===== config.mk =====
export PLATFORM = sky130hd
export DESIGN_NAME = instr_encoder
export DESIGN_NICKNAME = d
export VERILOG_FILES = /design/src/rtl/instr_encoder.sv
export SDC_FILE = /design/constraint.sdc
export NUM_CORES = 1
export LEC_CHECK = 0
export BUFFER_PORTS_ARGS = -buffer_cell sky130_fd_sc_hd__buf_2
export CORE_MARGIN = 3
export CORE_UTILIZATION = 50
export CTS_CLUSTER_SIZE = 25
export DETAILED_ROUTE_END_ITERATION = 16
export GPL_ROUTABILITY_DRIVEN = 0
export PLACE_DENSITY = 0.86
export SYNTH_ARGS = -nofsm -noshare
export SYNTH_HDL_FRONTEND = slang
export SYNTH_SLANG_ARGS = --single-unit

===== constraint.sdc =====
create_clock -name clk -period 5.25 [get_ports clk]
set_input_delay 0.7875 -clock clk [delete_from_list [all_inputs] [get_ports clk]]
set_output_delay 0.7875 -clock clk [all_outputs]
set_load 0.05 [all_outputs]

===== src/rtl/instr_encoder.sv =====
// Instruction encoder: packs RISC-V style field sets (R/I/S/SB/U/UJ) into a
// 32-bit word with one cycle of latency, tracks an internal PC for the
// PC-relative formats, and keeps a saturating count of erroneous words.
module instr_encoder (
  input  logic        clk,
  input  logic        rst,
  input  logic        in_valid,
  output logic        in_ready,
  input  logic [2:0]  fmt,
  input  logic [6:0]  opcode,
  input  logic [2:0]  funct3,
  input  logic [6:0]  funct7,
  input  logic [4:0]  rd,
  input  logic [4:0]  rs1,
  input  logic [4:0]  rs2,
  input  logic [31:0] imm,
  input  logic        pc_load,
  input  logic [31:0] pc_load_val,
  output logic        out_valid,
  input  logic        out_ready,
  output logic [31:0] out_instr,
  output logic [31:0] out_pc,
  output logic        out_err,
  output logic [7:0]  err_cnt
);

  localparam logic [31:0] NOP_WORD = 32'h0000_0013;

  // True when imm[31:12] is the sign extension of imm[11].
  function automatic logic imm12_fits(input logic [31:0] v);
    return (&v[31:11]) || !(|v[31:11]);
  endfunction

  // Increment a count, holding at its maximum.
  function automatic logic [7:0] sat_inc8(input logic [7:0] c);
    return (c == 8'hFF) ? c : c + 8'd1;
  endfunction

  logic [31:0]        r_pc;
  logic               r_vld_p1;
  logic [31:0]        r_instr_p1;
  logic [31:0]        r_pc_p1;
  logic               r_err_p1;
  logic [7:0]         r_err_cnt;

  logic               w_accept;
  logic [31:0]        w_pc_p0;
  logic signed [31:0] w_off_p0;
  logic [31:0]        w_instr_p0;
  logic               w_err_p0;

  assign in_ready  = !r_vld_p1 || out_ready;
  assign w_accept  = in_valid && in_ready;
  // A simultaneous PC load takes effect for the word being accepted.
  assign w_pc_p0   = pc_load ? pc_load_val : r_pc;
  assign w_off_p0  = $signed(imm - w_pc_p0);

  // Stage p0: combinational packing of the presented field set.
  always_comb begin
    w_instr_p0 = NOP_WORD;
    w_err_p0   = 1'b1;
    case (fmt)
      3'd0: begin
        w_instr_p0 = {funct7, rs2, rs1, funct3, rd, opcode};
        w_err_p0   = 1'b0;
      end
      3'd1: begin
        w_instr_p0 = {imm[11:0], rs1, funct3, rd, opcode};
        w_err_p0   = !imm12_fits(imm);
      end
      3'd2: begin
        w_instr_p0 = {imm[11:5], rs2, rs1, funct3, imm[4:0], opcode};
        w_err_p0   = !imm12_fits(imm);
      end
      3'd3: begin
        w_instr_p0 = {w_off_p0[12], w_off_p0[10:5], rs2, rs1, funct3,
                      w_off_p0[4:1], w_off_p0[11], opcode};
        w_err_p0   = w_off_p0[0] || (w_off_p0 < -32'sd4096) ||
                     (w_off_p0 > 32'sd4094);
      end
      3'd4: begin
        w_instr_p0 = {imm[31:12], rd, opcode};
        w_err_p0   = |imm[11:0];
      end
      3'd5: begin
        w_instr_p0 = {w_off_p0[20], w_off_p0[10:1], w_off_p0[11],
                      w_off_p0[19:12], rd, opcode};
        w_err_p0   = w_off_p0[0] || (w_off_p0 < -32'sd1048576) ||
                     (w_off_p0 > 32'sd1048574);
      end
      default: begin
        w_instr_p0 = NOP_WORD;
        w_err_p0   = 1'b1;
      end
    endcase
  end

  // Stage p1: output register, held while downstream stalls.
  always_ff @(posedge clk or posedge rst) begin
    if (rst) begin
      r_vld_p1   <= 1'b0;
      r_instr_p1 <= '0;
      r_pc_p1    <= '0;
      r_err_p1   <= 1'b0;
    end else if (w_accept) begin
      r_vld_p1   <= 1'b1;
      r_instr_p1 <= w_instr_p0;
      r_pc_p1    <= w_pc_p0;
      r_err_p1   <= w_err_p0;
    end else if (out_ready) begin
      r_vld_p1   <= 1'b0;
    end
  end

  // Internal PC: advances past each accepted word, or takes a load.
  always_ff @(posedge clk or posedge rst) begin
    if (rst) begin
      r_pc <= '0;
    end else if (w_accept) begin
      r_pc <= w_pc_p0 + 32'd4;
    end else if (pc_load) begin
      r_pc <= pc_load_val;
    end
  end

  // Error counter: one step per accepted erroneous word, never on a hold.
  always_ff @(posedge clk or posedge rst) begin
    if (rst) begin
      r_err_cnt <= '0;
    end else if (w_accept && w_err_p0) begin
      r_err_cnt <= sat_inc8(r_err_cnt);
    end
  end

  assign out_valid = r_vld_p1;
  assign out_instr = r_instr_p1;
  assign out_pc    = r_pc_p1;
  assign out_err   = r_err_p1;
  assign err_cnt   = r_err_cnt;

endmodule


==> impl_metrics.toml <==
[final_layout]
nets = 1142
drive_above_1_share_pct = 27.1
fillers = 1146
regArea_mm2 = 0.00265
finish.instance_area_mm2 = 0.00879
multi_input_area_mm2 = 0.00437
area_growth_pct = 20.9

[clocking]
ctsHoldBuffers = 0
numCtsBuffers = 9
htree_levels = 3
root_buffer = "clkbuf_16"
post_cts_buffers = 0
clk_pin_slew_ns = 0.07
ctsResizeCount = 0
clockBufferDepth = 2
cts_tree = "yes"
clock_latency_ns = 0.35
cts_sinks = 106

[worst_setup_path]
cp_max_fo = 24
end_kind = "register"
critPathKind = "in2reg"
critPathRequiredTime_ns = 5.49
arrival_ns = 5.17
worstSetupStartpointType = "input port"

[logic_synthesis]
yosysMostFrequentCell = "dfrtp_1"
syn_nets = 957
ys_seq_elements = 106
synthCells = 819
synth_cell_types = 72
synth_area_leaders = "dfrtp_1, ha_1, xnor2_1"
synthArstFlopShare_pct = 100
syn_area_mm2 = 0.00727
synth.top_cell.area_share_pct = 36.5
post-synth-top-area-cell = "dfrtp_1"
synth_area_per_cell_um2 = 8.87
synth_edf_count = 0
synth-seq-area-share_pct = 36.5
synth_common_cells = "dfrtp_1, nand2_1, nor2_1, o21ai_0, a21oi_1"
synth_ff_type = "dfrtp_1"
yosys_warnings = 0

[routing]
wl_per_cell_um = 20.5
drc = 0
dr.pass1.iters = 7
viasPerCell = 6.23
wl_um = 24400
num_vias = 7411
ant_nets = 0
drt_iter0_drc = 1051

[hold_path]
hp-class = "reg2reg"

[global_route]
grt_pass1_vias = 7131
track_usage_pct = 30.0
grt-ovfl-total = 0
antenna_found_initial = 1
grt_pass1_wl_um = 38100
grt_start_max_net_pins = 100

[sta]
fmax_mhz = 203
skew_ns = 0.00612
slew_viol_final = 0
rsz0062_at_grt = "false"
max-slew-margin-rel_pct = 37.8
period_share_pct = 93.9
hold_viol = 0
tightest_slew_ns = 0.934
finalSetupViolations = 0
period_needed_ns = 4.93
fin_setup_tns_ns = 0

[die]
initial_core_util_pct = 51.8
fp.coreArea_mm2 = 0.0140
rows = 43
pin_count = 179
dieHeight_um = 127
dieArea_mm2 = 0.0160
die_w_um = 127

[run_status]
outcome = "complete, no violations"

[run]
maxCapViolCount = 0

[pwr]
power_per_cell_area_mw_per_mm2 = 353
leakagePower_nw = 4.05
ir_drop_mv = 0.183

[place]
numPortBuffers = 178
dpl_cell_area_mm2 = 0.00851
place_hpwl_um = 19000
state kept, by name, indices dropped and copies added, names as in the netlist:
name	cells
r_pc	32
out_valid	1
out_err	1
out_pc	32
err_cnt	8
out_instr	32
cells in the final DEF, fill, tap and decap left out, types with 5 or more instances in the layout:
cell type and instances:
buf_2 178, dfrtp_1 106, nand2_1 90, nor2_1 70, o21ai_0 70, a21oi_1 50, xnor2_1 46, mux2i_1 40
buf_4 38, ha_1 33, xor2_1 22, nand4_1 21, inv_1 15, nor4_1 14, a31oi_1 14, a221oi_1 13
nor3_1 13, nand3_1 10, mux2_2 9, or3_1 9, clkbuf_16 9, a21o_1 8, nor2b_1 8, and3_1 8
a22oi_1 7, nand2b_1 6, a22o_1 6, or2_2 5, o22ai_1 5, a222oi_1 5
stage by stage:
stage          instances  util [%]  hold slack, ns  power (mW)  setup slack (ns)
2_1_floorplan        819         -           0.484        2.04          0.000510
3_3_place_gp        1173      60.6           0.458        2.41             0.185
3_5_place_dp        1173      60.6           0.466        2.44            0.0858
4_1_cts             1189      62.6           0.482        3.09             0.403
5_1_grt             1190      62.6           0.510        3.25             0.132
6_report            1190      62.6           0.479        3.11             0.320
cell type report:
cell class	instances	area share (%)
multi-input combinational	654	49.7
sequential	106	30.2
timing repair buffer	217	13.6
clock buffer	9	2.56
tap	180	2.56
inverter	16	0.712
clock inverter	7	0.598
antenna	1	0.0285
critical path, stage by stage:
cell and delay [ns]:
buf_2 0.18, buf_12 0.23, mux2i_1 0.48, ha_1 0.43, a211o_1 0.33, a31oi_1 0.29, nand2_1 0.09, a21boi_0 0.25
nand2_1 0.12, xor2_1 0.18, or4_1 0.41, or4_1 0.39, and3_1 0.19, a211o_1 0.30, and3_4 0.21, mux2_4 0.28
path summary, 6_finish.rpt:
kind                            start  slack (ns)          to  cells after the start
setup / recovery              pc_load        0.32  err_cnt[1]                     16
min in group asynchronous         rst        0.64  out_pc[23]                      2
hold reg to reg            out_pc[10]        0.48  out_pc[10]                      2
hold / removal             out_pc[10]        0.48  out_pc[10]                      2
max in group asynchronous         rst        3.63     r_pc[9]                      3
setup reg to reg              r_pc[2]        0.77  err_cnt[1]                     13
cells by family (layout without fill, tap and decap cells):
family / after synthesis / count (layout) / share of synthesized area, %
simple gates: 276 / 276 / 18.4
compound gates: 226 / 226 / 20.2
flops: 106 / 106 / 36.5
xor+xnor: 68 / 68 / 8.20
buf+inv: 59 / 249 / 3.67
mux: 50 / 50 / 7.11
fa+ha+maj: 34 / 34 / 5.96
other cells: 0 / 1 / 0
power breakdown:
part	switching (mW)	internal, mW	total (mW)	leakage, nW
sequential	0.0870	0.948	1.03	1.28
clock	0.316	0.327	0.644	0.142
combinational	0.976	0.452	1.43	2.63
total	1.38	1.73	3.11	4.05
layer usage:
layer  routed length (um)  track usage, %  share of wire, %  vias up
met2                10900            45.9                45      467
li1                     -               -                 -     3367
met5                    0               0                 0        -
met1                10100            42.5                41     3501
met4                  852            10.7               3.5        0
met3                 2530            6.11                10       76
(Power assumes the default switching activity.)
